File: src/rtl/mole_controller_pkg.sv
// Shared game constants, state encoding and small helpers for the mole controller.
// Latency: n/a (definitions only).
// Backpressure: n/a.
package mole_controller_pkg;

    typedef enum logic [1:0] {
        ST_IDLE  = 2'd0,
        ST_GAP   = 2'd1,
        ST_UP    = 2'd2,
        ST_FLASH = 2'd3
    } mole_state_t;

    localparam int NUM_HOLES = 8;
    localparam int POS_W     = 3;
    localparam int MS_W      = 10;

    localparam logic [MS_W-1:0] GAP_MS   = 10'd250;
    localparam logic [MS_W-1:0] FLASH_MS = 10'd100;

    // Mole up-time in ms, indexed by latched difficulty (0 = easy).
    localparam logic [3:0][MS_W-1:0] UP_MS_TBL = {10'd300, 10'd500, 10'd750, 10'd1000};

    localparam logic [7:0] LFSR_SEED = 8'hA5;

    // One-hot LED pattern for a hole index.
    function automatic logic [NUM_HOLES-1:0] hole_onehot(input logic [POS_W-1:0] pos);
        hole_onehot      = '0;
        hole_onehot[pos] = 1'b1;
    endfunction

    // Next mole position: random pick, bumped by one (mod 8) if it repeats the last hole.
    function automatic logic [POS_W-1:0] pick_pos(input logic [POS_W-1:0] rnd,
                                                  input logic [POS_W-1:0] prev);
        pick_pos = (rnd == prev) ? rnd + 3'd1 : rnd;
    endfunction

endpackage

File: src/rtl/mole_controller_if.sv
// Groups the game-side controls and the mole controller's display/score outputs.
// Latency: n/a (wiring only).
// Backpressure: none; all outputs are one-cycle pulses or levels.
interface mole_controller_if;
    import mole_controller_pkg::*;

    logic                 enable_mole_ctrl;
    logic [1:0]           difficulty_level;
    logic [NUM_HOLES-1:0] btn_hit;

    logic [NUM_HOLES-1:0] mole_leds;
    logic [POS_W-1:0]     mole_pos;
    logic                 mole_active;
    logic                 hit_pulse;
    logic                 miss_pulse;
    logic                 wrong_pulse;

    // Game logic / button side.
    modport master (
        output enable_mole_ctrl, difficulty_level, btn_hit,
        input  mole_leds, mole_pos, mole_active, hit_pulse, miss_pulse, wrong_pulse
    );

    // Mole controller side.
    modport slave (
        input  enable_mole_ctrl, difficulty_level, btn_hit,
        output mole_leds, mole_pos, mole_active, hit_pulse, miss_pulse, wrong_pulse
    );
endinterface

File: src/rtl/mole_controller_lfsr8.sv
// Free-running 8-bit Fibonacci LFSR, x^8+x^6+x^5+x^4+1, used to pick mole holes.
// Latency: new value every clock.
// Backpressure: none; advances unconditionally and never reaches zero.
module lfsr8
    import mole_controller_pkg::*;
(
    input  logic       clk,
    input  logic       rst_n,
    output logic [7:0] value
);

    logic fb;

    assign fb = value[7] ^ value[5] ^ value[4] ^ value[3];

    // Shift left, feeding the tap parity into bit 0.
    always_ff @(posedge clk or negedge rst_n) begin
        if (!rst_n) begin
            value <= LFSR_SEED;
        end else begin
            value <= {value[6:0], fb};
        end
    end

endmodule

File: src/rtl/mole_controller.sv
// Whack-a-mole sequencer: gap, mole up, flash after a hit; emits hit/miss/wrong pulses.
// Latency: all outputs registered, one cycle after the triggering button or timer event.
// Backpressure: none; buttons outside the UP state are dropped, enable low forces IDLE.
module mole_controller
    import mole_controller_pkg::*;
#(
    parameter int CLKS_PER_MS = 100000
) (
    input  logic              clk,
    input  logic              rst_n,
    mole_controller_if.slave  bus
);

    localparam int              PRE_W    = (CLKS_PER_MS > 1) ? $clog2(CLKS_PER_MS) : 1;
    localparam logic [PRE_W-1:0] PRE_LAST = PRE_W'(CLKS_PER_MS - 1);

    mole_state_t          state, nxt_state;
    logic [PRE_W-1:0]     presc, nxt_presc;
    logic [MS_W-1:0]      ms_cnt, nxt_ms_cnt;
    logic [1:0]           up_sel, nxt_up_sel;
    logic [POS_W-1:0]     pos_q, nxt_pos;
    logic [NUM_HOLES-1:0] leds_q, nxt_leds;
    logic                 active_q, nxt_active;
    logic                 hit_q, nxt_hit;
    logic                 miss_q, nxt_miss;
    logic                 wrong_q, nxt_wrong;

    logic [7:0]           lfsr_val;
    logic                 lfsr_unused;
    logic                 ms_tick;
    logic                 phase_done;
    logic [MS_W-1:0]      phase_ms;

    lfsr8 u_lfsr (
        .clk   (clk),
        .rst_n (rst_n),
        .value (lfsr_val)
    );

    // Only the low three LFSR bits select a hole; the rest just keep the sequence long.
    assign lfsr_unused = ^lfsr_val[7:3];

    // Length in ms of the state currently being timed.
    always_comb begin
        phase_ms = GAP_MS;
        case (state)
            ST_UP:    phase_ms = UP_MS_TBL[up_sel];
            ST_FLASH: phase_ms = FLASH_MS;
            default:  phase_ms = GAP_MS;
        endcase
    end

    assign ms_tick    = (presc == PRE_LAST);
    assign phase_done = ms_tick && (ms_cnt == phase_ms - MS_W'(1));

    // Next state and next registered outputs; enable low overrides everything.
    always_comb begin
        nxt_state  = state;
        nxt_up_sel = up_sel;
        nxt_pos    = pos_q;
        nxt_leds   = '0;
        nxt_active = 1'b0;
        nxt_hit    = 1'b0;
        nxt_miss   = 1'b0;
        nxt_wrong  = 1'b0;

        if (!bus.enable_mole_ctrl) begin
            nxt_state = ST_IDLE;
        end else begin
            case (state)
                ST_IDLE: begin
                    nxt_state = ST_GAP;
                end
                ST_GAP: begin
                    if (phase_done) begin
                        nxt_state  = ST_UP;
                        nxt_pos    = pick_pos(lfsr_val[2:0], pos_q);
                        nxt_up_sel = bus.difficulty_level;
                    end
                end
                ST_UP: begin
                    // A correct hit beats both a wrong press and a timeout in the same cycle.
                    if (bus.btn_hit[pos_q]) begin
                        nxt_state = ST_FLASH;
                        nxt_hit   = 1'b1;
                    end else begin
                        nxt_wrong = |bus.btn_hit;
                        if (phase_done) begin
                            nxt_state = ST_GAP;
                            nxt_miss  = 1'b1;
                        end
                    end
                end
                ST_FLASH: begin
                    if (phase_done) begin
                        nxt_state = ST_GAP;
                    end
                end
                default: begin
                    nxt_state = ST_IDLE;
                end
            endcase
        end

        if (nxt_state == ST_UP) begin
            nxt_leds   = hole_onehot(nxt_pos);
            nxt_active = 1'b1;
        end
    end

    // Millisecond timebase: restarts on every state entry, idles at zero in IDLE.
    always_comb begin
        nxt_presc  = '0;
        nxt_ms_cnt = '0;
        if ((nxt_state == state) && (state != ST_IDLE)) begin
            nxt_presc  = ms_tick ? '0 : presc + PRE_W'(1);
            nxt_ms_cnt = ms_tick ? ms_cnt + MS_W'(1) : ms_cnt;
        end
    end

    // State, timebase and output registers.
    always_ff @(posedge clk or negedge rst_n) begin
        if (!rst_n) begin
            state    <= ST_IDLE;
            presc    <= '0;
            ms_cnt   <= '0;
            up_sel   <= '0;
            pos_q    <= '0;
            leds_q   <= '0;
            active_q <= 1'b0;
            hit_q    <= 1'b0;
            miss_q   <= 1'b0;
            wrong_q  <= 1'b0;
        end else begin
            state    <= nxt_state;
            presc    <= nxt_presc;
            ms_cnt   <= nxt_ms_cnt;
            up_sel   <= nxt_up_sel;
            pos_q    <= nxt_pos;
            leds_q   <= nxt_leds;
            active_q <= nxt_active;
            hit_q    <= nxt_hit;
            miss_q   <= nxt_miss;
            wrong_q  <= nxt_wrong;
        end
    end

    assign bus.mole_leds   = leds_q;
    assign bus.mole_pos    = pos_q;
    assign bus.mole_active = active_q;
    assign bus.hit_pulse   = hit_q;
    assign bus.miss_pulse  = miss_q;
    assign bus.wrong_pulse = wrong_q;

endmodule

File: src/flat_wrapper.sv
// flat-port wrapper written by rule: the top's interface ports become plain ports
module mole_controller_flat import mole_controller_pkg::*;
#(
    parameter int CLKS_PER_MS = 100000
)
  (clk, rst_n, bus_enable_mole_ctrl, bus_difficulty_level, bus_btn_hit, bus_mole_leds, bus_mole_pos, bus_mole_active, bus_hit_pulse, bus_miss_pulse, bus_wrong_pulse);
  mole_controller_if bus_i ();
  input  logic clk;
  input  logic rst_n;
  input wire logic [$bits(bus_i.enable_mole_ctrl)-1:0] bus_enable_mole_ctrl;
  input wire logic [$bits(bus_i.difficulty_level)-1:0] bus_difficulty_level;
  input wire logic [$bits(bus_i.btn_hit)-1:0] bus_btn_hit;
  output wire logic [$bits(bus_i.mole_leds)-1:0] bus_mole_leds;
  output wire logic [$bits(bus_i.mole_pos)-1:0] bus_mole_pos;
  output wire logic [$bits(bus_i.mole_active)-1:0] bus_mole_active;
  output wire logic [$bits(bus_i.hit_pulse)-1:0] bus_hit_pulse;
  output wire logic [$bits(bus_i.miss_pulse)-1:0] bus_miss_pulse;
  output wire logic [$bits(bus_i.wrong_pulse)-1:0] bus_wrong_pulse;
  assign bus_i.enable_mole_ctrl = bus_enable_mole_ctrl;
  assign bus_i.difficulty_level = bus_difficulty_level;
  assign bus_i.btn_hit = bus_btn_hit;
  assign bus_mole_leds = bus_i.mole_leds;
  assign bus_mole_pos = bus_i.mole_pos;
  assign bus_mole_active = bus_i.mole_active;
  assign bus_hit_pulse = bus_i.hit_pulse;
  assign bus_miss_pulse = bus_i.miss_pulse;
  assign bus_wrong_pulse = bus_i.wrong_pulse;
  mole_controller #(.CLKS_PER_MS(CLKS_PER_MS)) u_core (.clk(clk), .rst_n(rst_n), .bus(bus_i));
endmodule
File: config.mk
export PLATFORM = sky130hd
export DESIGN_NAME = mole_controller_flat
export DESIGN_NICKNAME = d
export VERILOG_FILES = /design/src/rtl/mole_controller_pkg.sv /design/src/rtl/mole_controller_if.sv /design/src/rtl/mole_controller_lfsr8.sv /design/src/rtl/mole_controller.sv /design/src/flat_wrapper.sv
export SDC_FILE = /design/constraint.sdc
export NUM_CORES = 1
export LEC_CHECK = 0
export ABC_AREA = 1
export BUFFER_PORTS_ARGS = -buffer_cell sky130_fd_sc_hd__buf_2
export CAP_MARGIN = 30
export CORE_ASPECT_RATIO = 1.25
export CORE_UTILIZATION = 55
export DETAILED_ROUTE_END_ITERATION = 16
export PLACE_DENSITY_LB_ADDON = 0.25
export SLEW_MARGIN = 20
export SYNTH_ARGS = -nofsm -noshare
export SYNTH_HDL_FRONTEND = slang
export SYNTH_SLANG_ARGS = --single-unit
File: constraint.sdc
create_clock -name clk -period 3.2 [get_ports clk]
set_input_delay 0.8 -clock clk [delete_from_list [all_inputs] [get_ports clk]]
set_output_delay 0.8 -clock clk [all_outputs]
set_load 0.01 [all_outputs]
== Yosys cells after proc, flatten, opt, wreduce, memory -nomap -nowiden ==
Index checks and enable logic that the tools add are counted.

* Output and inout port bits: 15
* Input port bits: 13
* Logic and storage cells: 70
* Bits in writable memories: 0
* Register bits after elaboration: 54
* ROM bits: 0
* Memories kept: 0
* Bits in latches: 0

* Mux-type cells: 32
* Bitwise operators: 3
* Reductions and logical operators: 7
* Shift-type cells: 0
* Divide/modulo/power cells: 0
* Add/sub/neg operators: 4
* Multipliers: 0
* Eq/ne operators: 9
* $lt $le $gt $ge: 4

{| class="wikitable"
|+ Operator list
! cell !! count
|-
| $mux W17 || 2
|-
| $mux W10 || 3
|-
| $bmux W10 S2 || 1
|-
| $pmux W10 S2 || 1
|-
| $add A17 B1 Y17 const B || 1
|-
| $eq A17 B17 Y1 const B || 1
|-
| $mux W1 || 13
|-
| $mux W3 || 4
|-
| $add A10 B1 Y10 const B || 1
|-
| $eq A10 B10 Y1 || 1
|-
| $sub A10 B1 Y10 const B || 1
|-
| $lt A3 B4 Y1 const B || 2
|-
| $mux W2 || 4
|-
| $mux W8 || 1
|-
| $pmux W2 S4 || 1
|-
| $reduce_or A8 Y1 || 1
|-
| $eq A2 B2 Y1 const B || 3
|-
| $add A3 B1 Y3 const B || 1
|-
| $bmux W1 S3 || 1
|-
| $demux W1 S3 || 1
|-
| $eq A3 B3 Y1 || 1
|-
| $ge A3 B1 Y1 const B || 1
|-
| $logic_and A1 B1 Y1 || 3
|-
| $lt A2 B3 Y1 const B || 1
|-
| other kinds (7) || 9
|}

== Logic depth before layout (Yosys ltp) ==
Gate-level depths: netlist of run 1.

* Depth in word-level cells: 14
* Depth in mapped cells: 21
* Depth with buffers taken out: 20

== Modules after synthesis ==
Synthesis of run 1 repeated with hierarchy kept, for this count alone.

* Cell total of the unflattened synthesis: 359
* Area total of the unflattened synthesis: 2924.1 µm²

{| class="wikitable"
|+ By module, submodules not included
! module !! seq. area each (µm²) !! area an instance (µm²) !! cells each !! times used
|-
| mole_controller || 1151.1 || 2647.5 || 334 || 1
|-
| lfsr8 || 205.2 || 276.5 || 25 || 1
|}

== Least setup slack after synthesis of run 1 ==
Ideal clock, no wire load.

* Path kind: register -> register
* From: register u_core.state[0]
* To: register u_core.presc[9]
* Clock period less this slack: 2.458 ns
* Path slack: 0.742 ns
* Library setup time: 0.125 ns
* Data arrival time: 2.333 ns
* Cell stages (with the launch flop): 21
* Path through: dfrtp_1 -> inv_2 -> nand3_1 -> nand2_1 -> inv_1 -> ha_1 -> nand2_1 -> nand2_1 -> nor2_1 -> nand2_1 -> nor2_1 -> nand2_1 -> nor2_2 -> nand2_1 -> nand2_1 -> nand2_2 -> nor2_4 -> nand2_4 -> nand2_4 -> buf_12 -> nor2_4

* Longest elaborated chain between the ends: 12
* Elaborated cells on any way between the ends: 17
* Those cells by class: 1 x add/sub; 5 x eq/ne; 7 x mux; 4 x reduce/logical

{| class="wikitable"
|+ Ends and longest elaborated chain
! item !! line !! source
|-
| from (decl) || mole_controller.sv:17 || <nowiki>mole_state_t state, nxt_state;</nowiki>
|-
| from (signal assigned) || mole_controller.sv:135 || <nowiki>state <= nxt_state;</nowiki>
|-
| $eq A2 B2 Y1 || mole_controller.sv:46, mole_controller.sv:70 ||
|-
| $pmux W10 S2 || mole_controller.sv:46 || <nowiki>case (state)</nowiki>
|-
| $sub A10 B1 Y10 || mole_controller.sv:54 || <nowiki>assign phase_done = ms_tick && (ms_cnt == phase_ms - MS_W'(1));</nowiki>
|-
| $eq A10 B10 Y1 || mole_controller.sv:54 ||
|-
| $logic_and A1 B1 Y1 || mole_controller.sv:54 ||
|-
| $mux W2 || mole_controller.sv:88, mole_controller.sv:95 ||
|-
| $mux W2 || mole_controller.sv:83 || <nowiki>if (bus.btn_hit[pos_q]) begin</nowiki>
|-
| $pmux W2 S4 || mole_controller.sv:70 || <nowiki>case (state)</nowiki>
|-
| $mux W2 || mole_controller.sv:67 || <nowiki>if (!bus.enable_mole_ctrl) begin</nowiki>
|-
| $eq A2 B2 Y1 || mole_controller.sv:115 || <nowiki>if ((nxt_state == state) && (state != ST_IDLE)) begin</nowiki>
|-
| $logic_and A1 B1 Y1 (*) || mole_controller.sv:115 ||
|-
| $mux W17 (*) || mole_controller.sv:115 ||
|-
| net u_core.nxt_presc[9] || mole_controller.sv:18 || <nowiki>logic [PRE_W-1:0] presc, nxt_presc;</nowiki>
|-
| to (signal assigned) || mole_controller.sv:136 || <nowiki>presc <= nxt_presc;</nowiki>
|-
| to (decl) || mole_controller.sv:18 ||
|}

The timed path passes the listed nets; every way through them passes the cells marked *.
A chain may end at the register's enable or synchronous reset.

== Worst setup path after layout of run 1 ==
* From: register u_core.state[0]
* To: register u_core.presc[2]

Same word-level chain as after synthesis.

==> impl_metrics.csv, run 1 <==
group,metric,value,unit
run_status,status,"completed",
sta,grt_setup_unrepaired,"no",
finish,n_antenna_cell,0,
yosys,synth_cells,394,
worst_hold_path,min_path_cells,0,
clock_tree,cts_buffers,5,
worst_hold_path,min_from,"u_core.u_lfsr.value[6]",
floorplanning,io_pins,28,
power,ir_worst_vdd,291.9,uV
floorplanning,die_area,6084,um^2
routing,firstDrtPassIters,4,
yosys,yosysUniqueCellTypes,30,
clock_tree,htreeDepth,2,
routing,wl,6543,um
clock_tree,clk_latency,0.31,ns
yosys,syn_avg_cell_area,8.060,um^2
finish,area_growth_syn_to_layout,10.72,%
critical_path,r2r-end,"u_core.presc[2]",
clock_tree,path_clk_slew,0.11,ns
sta,worstMarginPinSlew,0.6301,ns
critical_path,rrSetupSlack,0.38,ns
global_routing,grt_pass1_wl,11130,um
clock_tree,cts_buffer_depth,2,
yosys,ys.flop_type,"dfrtp_1",
place,dp_slack,0.2786,ns
sta,setup_viol_count_final,0,
floorplanning,die_h,86.96,um
routing,num_vias,2603,
yosys,synth-seq-area-share,42.71,%
power,design_power_total,1.181,mW
global_routing,grt-ovfl-total,0,
critical_path,crit_required,3.41,ns
critical_path,cp.arrival,3.02,ns
global_routing,antenna_found_initial,0,
place,dp_hpwl,4888,um
power,power_leakage,1.610,nW
yosys,synth_top_cell_by_area,"dfrtp_1",
yosys,synth_area_leaders,"dfrtp_1 (39%), nand2_1 (11%), nor2_4 (8.2%), nor2_1 (5.8%), inv_1 (5.7%)",
finish,utilization,64.16,%
finish,nets,447,
clock_tree,cts_tree,"done",
global_routing,grt_pass1_vias,2528,
sta,tns,0,ns
floorplanning,row_count,30,
sta,period_minus_slack,2.816,ns
clock_tree,cts_sinks,54,
global_routing,grt_max_degree,28,
yosys,yosys_warnings,0,
finish,stdcell_area,3516,um^2
routing,vias_per_cell,5.259,
sta,fmax,355.1,MHz
power,power_density,336.0,nW/um^2
sta,hold_violations,0,
floorplanning,die_w,69.97,um
yosys,synth_fa_ha_area_share,1.576,%
global_routing,grt_use_total,22.95,%
job,drv_cap,0,
yosys,syn_area,3176,um^2
floorplanning,coreArea,5480,um^2
routing,drt-wirelength-per-cell,13.22,um
critical_path,reg2regPathDepth,20,
sta,slew_viol_final,0,
yosys,synthSimpleGateAreaFrac,38.93,%
critical_path,critPathMaxFanout,11,
critical_path,startpoint_type,"flop",
yosys,synthesis.nets,411,
finish,nFillCells,470,
sta,slew_headroom,57.99,%
clock_tree,root_buffer,"clkbuf_8",
finish,drive_gt1_share,20.88,%
yosys,synth-edff-count,0,
yosys,synthTopCellsByCount,"nand2_1 (96), dfrtp_1 (50), nor2_1 (49)",
floorplanning,start_util,57.95,%
critical_path,endpoint_kind,"flop",
routing,drt_iter0_markers,173,
sta,timing.final.crit_share,87.99,%
yosys,synth_compound_gate_area_share,3.901,%
clock_tree,postCtsHoldBufs,0,
place,gp_congestion,0.9199,
worst_hold_path,hold_class,"flop to flop",
worst_hold_path,whs_endpoint,"u_core.u_lfsr.value[7]",
yosys,ys_ff_latch,54,
sta,fin_skew,0.003538,ns
yosys,synth_most_common_cell,"nand2_1",
yosys,synthMuxAreaShare,0,%
yosys,yosysTopAreaCellShare,39.40,%
place,portBuffers,27,
routing,remaining_drc_errors,0,
place,post_dp_cell_area,3374,um^2
yosys,synth_top_family_by_area,"simple AND/OR/NAND/NOR gates",
yosys,synth_xor_area_share,5.240,%
sta,fin_ws,0.3843,ns
routing,ant_nets,0,
yosys,async_flop_share,100.0,%
critical_path,r2r-start,"u_core.state[0]",
critical_path,crit_type,"flop to flop",
[state kept, by name, indices dropped and copies added, names as in the netlist]
name / cells
u_core.presc: 17
u_core.ms_cnt: 10
u_core.bus.mole_leds: 8
u_core.u_lfsr.value: 8
u_core.bus.mole_pos: 3
u_core.state: 2
u_core.up_sel: 2
u_core.bus.hit_pulse: 1
u_core.bus.miss_pulse: 1
u_core.bus.mole_active: 1
u_core.bus.wrong_pulse: 1
[metal layers]
| metal | wire, um | global-route usage [%] | up-vias | share of wire, % |
|---|---|---|---|---|
| met1 | 2833 | 27.29 | 1241 | 43 |
| met3 | 141 | 2.778 | 4 | 2.2 |
| met5 | 0 | 0 | - | 0 |
| li1 | - | - | 1319 | - |
| met2 | 3520 | 43.27 | 39 | 54 |
| met4 | 48 | 6.727 | 0 | 0.73 |
[power by group]
group	internal, mW	switching [mW]
Combinational	0.0234	0.0496
Sequential	0.686	0.00410
Clock	0.164	0.254
Total	0.873	0.308
[stage by stage]
step / hold WS [ns] / cells
after global placement: 0.3465 / 484
after detailed placement: 0.3410 / 484
after floorplan: 0.3330 / 394
final: 0.3783 / 495
after global routing: 0.3701 / 495
after CTS: 0.3809 / 492
[cell type report]
class	count	area [um^2]	share of cell area, %
sequential	54	1356	38.58
tap	64	80.08	2.278
inverter	51	191.4	5.445
clock inverter	3	28.78	0.8185
multi-input combinational	285	1585	45.09
clock buffer	5	68.82	1.957
timing repair buffer	33	205.2	5.836
[layout by cell type, fill, tap and decap left out, drive strengths merged, types with 13 or more instances in the layout]
cell type / n
dfrtp: 50
buf: 33
nor2: 78
nand2: 105
xor2: 13
nand3: 28
nand4: 18
inv: 53
o21ai: 14
[worst max path at each step]
stage | cells past startpoint | slack (ns) | endpoint | startpoint
finish | 20 | 0.38 | u_core.presc[2] | u_core.state[0]
global placement | 20 | 0.36 | u_core.presc[10] | u_core.state[0]
global route | 20 | 0.06 | u_core.presc[9] | u_core.state[0]
floorplan | 20 | 0.74 | u_core.presc[9] | u_core.state[0]
CTS | 20 | 0.26 | u_core.presc[2] | u_core.state[0]
detailed placement | 20 | 0.28 | u_core.presc[2] | u_core.state[0]
[kinds of logic after synthesis]
group / count (synthesis)
xor gates and xnor gates: 19
buffers and inverters: 55
and+or+nand+nor: 240
DFF: 54
adders and majority gates: 4
AOI/OAI and AO/OA: 22
[repair_timing]
item / 4_1_cts / 5_1_grt
gates resized for setup: 0 / 1
setup buffers: 0 / 3
setup endpoints to repair: 0 / 11
[worst max-delay path, cell delays in order, from the launching register on]
cell     delay, ns
dfrtp_1       0.49
inv_2         0.11
nand3_1       0.10
nand2_1       0.13
inv_1         0.06
ha_1          0.30
nand2_1       0.07
nand2_1       0.05
nor2_1        0.13
nand2_1       0.07
nor2_1        0.10
nand2_1       0.08
nor2_2        0.15
nand2_1       0.12
nand2_1       0.12
nand3_1       0.08
nand2_1       0.06
nand2_1       0.12
nand2_8       0.14
buf_12        0.19
nor2_4        0.04
No activity file was read; power rests on OpenSTA's default activity.
==> run 2, diff against run 1 <==
--- a/config.mk
+++ b/config.mk
@@ -12,7 +12,9 @@
 export CORE_UTILIZATION = 55
 export DETAILED_ROUTE_END_ITERATION = 16
 export PLACE_DENSITY_LB_ADDON = 0.25
+export SKIP_LAST_GASP = 1
 export SLEW_MARGIN = 20
 export SYNTH_ARGS = -nofsm -noshare
 export SYNTH_HDL_FRONTEND = slang
+export SYNTH_HIERARCHICAL = 1
 export SYNTH_SLANG_ARGS = --single-unit
==> impl_metrics.csv, run 2 <==
group,metric,value,unit
yosys,syn_avg_cell_area,8.145,um^2
finish,multi_input_area,1346,um^2
yosys,synthesis.nets,376,
sta,fin_ws,0.5102,ns
place,portBuffers,27,
sta,fmax,371.8,MHz
yosys,yosysTopAreaCellShare,42.79,%
yosys,synth_area_leaders,"dfrtp_1 (43%), nand2_1 (11%), nor2_1 (5.9%), inv_1 (5.3%), xor2_1 (4.5%)",
place,dp_slack,0.5147,ns
worst_hold_path,whs_endpoint,"u_core/u_lfsr/value[7]",
clock_tree,htreeDepth,2,
yosys,syn_area,2924,um^2
routing,drt_iter0_markers,209,
floorplanning,coreArea,5080,um^2
clock_tree,postCtsHoldBufs,0,
worst_hold_path,min_from,"u_core/u_lfsr/value[6]",
finish,nFillCells,467,
floorplanning,die_w,67.22,um
yosys,synth-edff-count,0,
routing,ant_nets,0,
yosys,synthTopCellsByCount,"nand2_1 (87), dfrtp_1 (50), nor2_1 (46)",
clock_tree,cts_sinks,54,
critical_path,crit_required,3.42,ns
clock_tree,root_buffer,"clkbuf_8",
sta,grt_setup_unrepaired,"no",
place,dp_hpwl,4173,um
critical_path,worstSetupStartpoint,"u_core/up_sel[1]",
floorplanning,die_area,5614,um^2
routing,met1_length,2357,um
global_routing,grt-ovfl-total,0,
clock_tree,cts_tree,"done",
global_routing,antenna_found_initial,0,
critical_path,crit_buf_inv,2,
critical_path,crit_type,"flop to flop",
finish,drive_gt1_share,18.16,%
finish,final_common_cell,"nand2_1",
critical_path,crit_chain,"inv_2, nand2_1, o21ai_0, inv_1, ha_1, nor2_1, nor2_1, nand3_1, nor2_1, nand2_1, nor2_4, nand3_1, nand3_1, nand3_1, nand2_2, nand2_4, nor3_1",
routing,drt-wirelength-per-cell,12.36,um
yosys,ys.flop_type,"dfrtp_1",
power,power_density,362.2,nW/um^2
global_routing,grt_pass1_vias,2352,
critical_path,r2r-start,"u_core/up_sel[1]",
routing,dr_wl_met3,184,um
yosys,synth_top_cell_by_area,"dfrtp_1",
sta,hold_violations,0,
place,dp_cells,445,
clock_tree,cts_setup_buffers,0,
global_routing,grt_use_total,22.39,%
worst_hold_path,min_path_cells,0,
run_status,status,"completed",
global_routing,grt_pass1_wl,9666,um
floorplanning,start_util,57.56,%
sta,tns,0,ns
finish,final_cell_mix,"nand2_1 (87), dfrtp_1 (50), nor2_1 (46)",
routing,route.met2.wl,2968,um
sta,fin_skew,0.01457,ns
clock_tree,cts_buffers,5,
finish,area_growth_syn_to_layout,9.842,%
sta,hold-worst-slack,0.3627,ns
worst_hold_path,hold_class,"flop to flop",
routing,top_layer_used,"met4",
routing,firstDrtPassIters,4,
place,gp_congestion,0.8700,
sta,period_minus_slack,2.690,ns
floorplanning,io_pins,28,
finish,reg_top3,"u_core/presc: 17 flops, u_core/ms_cnt: 10 flops",
yosys,yosysUniqueCellTypes,37,
critical_path,crit_family,"simple AND/OR/NAND/NOR gates",
clock_tree,clk_latency,0.31,ns
sta,slew_viol_final,0,
critical_path,rrSetupSlack,0.51,ns
routing,remaining_drc_errors,0,
finish,largest_register_ffs,17,
job,drv_cap,0,
critical_path,path_common_cell,"nand3_1",
clock_tree,postCtsResizedCells,0,
critical_path,critPathMaxFanout,25,
sta,slew_headroom,55.29,%
clock_tree,cts_buffer_depth,2,
yosys,async_flop_share,100.0,%
critical_path,reg2regPathDepth,17,
finish,final_cell_count_no_fill,453,
routing,wl,5599,um
routing,vias_per_cell,5.221,
sta,timing.final.crit_share,84.06,%
critical_path,critical-path-slowest-cell,"dfrtp_1",
critical_path,startpoint_type,"flop",
yosys,synth_cells,359,
critical_path,cp.arrival,2.91,ns
finish,layout.area.seq,1356,um^2
critical_path,endpoint_kind,"flop",
yosys,ys_ff_latch,54,
critical_path,critical_path.max_stage_delay,0.43,ns
clock_tree,path_clk_slew,0.10,ns
finish,max_flop_register,"u_core/presc",
routing,num_vias,2365,
finish,n_antenna_cell,0,
floorplanning,die_h,83.52,um
power,ir_worst_vdd,237.5,uV
global_routing,grt_max_degree,55,
yosys,synth_most_common_cell,"nand2_1",
sta,worstMarginPinSlew,0.6707,ns
sta,setup_viol_count_final,0,
power,power_leakage,1.543,nW
finish,nets,407,
critical_path,r2r-end,"u_core/presc[9]",
yosys,synth-seq-area-share,46.38,%
yosys,yosys_warnings,6,
floorplanning,row_count,29,
==> run 2: cell count changes after synthesis, moves of 6 or more <==
cell / delta
nor2_4: -20
nand3_1: -8
inv_1: -7
nand2_1: -9
o21ai_0: -6
nand4_1: -6
==> run 2: power breakdown <==
group / internal [mW] / total (mW) / switching [mW]
Clock: 0.164 / 0.401 / 0.237
Combinational: 0.0205 / 0.0661 / 0.0456
Sequential: 0.687 / 0.696 / 0.00912
==> run 2: cells by family (layout without fill, tap and decap cells) <==
kind of cell,Yosys count,in the layout,synth area share (%)
adder cells (fa/ha/maj),4,4,1.712
buffers and inverters,54,86,7.574
AND/OR/NAND/NOR,199,199,31.84
flip-flops,54,54,46.38
XOR/XNOR,25,25,7.488
multiplexers,1,1,0.3423
AO/OA/AOI/OAI,22,22,4.664
==> run 2: worst max-delay path by stage <==
| stage | endpoint | slack, ns | cells after the start |
|---|---|---|---|
| finish | u_core/presc[9] | 0.51 | 17 |
| global route | u_core/presc[5] | 0.17 | 16 |
| CTS | u_core/presc[5] | 0.49 | 17 |
| detailed placement | u_core/presc[2] | 0.51 | 17 |
| global placement | u_core/presc[4] | 0.64 | 16 |
| floorplan | u_core/presc[10] | 0.84 | 19 |
==> run 2: layer usage <==
metal	up-vias	global-route usage, %
li1	1204	-
met1	1101	24.78
met2	50	41.09
met3	10	3.962
met4	0	7.737
met5	-	0
==> run 2: worst reg2reg max path, delay by kind of cell (launching register included) <==
kind / cells / cell delay (ns)
AO/OA/AOI/OAI: 1 / 0.27
AND/OR/NAND/NOR: 13 / 1.44
adder cells (fa/ha/maj): 1 / 0.31
flip-flops: 1 / 0.43
buffers and inverters: 2 / 0.17
==> run 2: cell type report <==
type                            count  area share, %
Timing Repair Buffer               29          4.675
Tap cell                           62          2.415
Inverter                           49          5.727
Multi-Input combinational cell    251          41.92
Clock buffer                        5          2.143
Sequential cell                    54          42.23
Clock inverter                      3         0.8960
==> run 2: through the flow <==
step                      cell area (um^2)  total power [mW]  utilization (%)
after detailed placement              3114            0.7768            61.31
after CTS                             3212             1.183            63.23
after floorplan                       2924            0.7462                -
after global routing                  3212             1.223            63.23
after global placement                3114            0.7742            61.31
final                                 3212             1.163            63.23
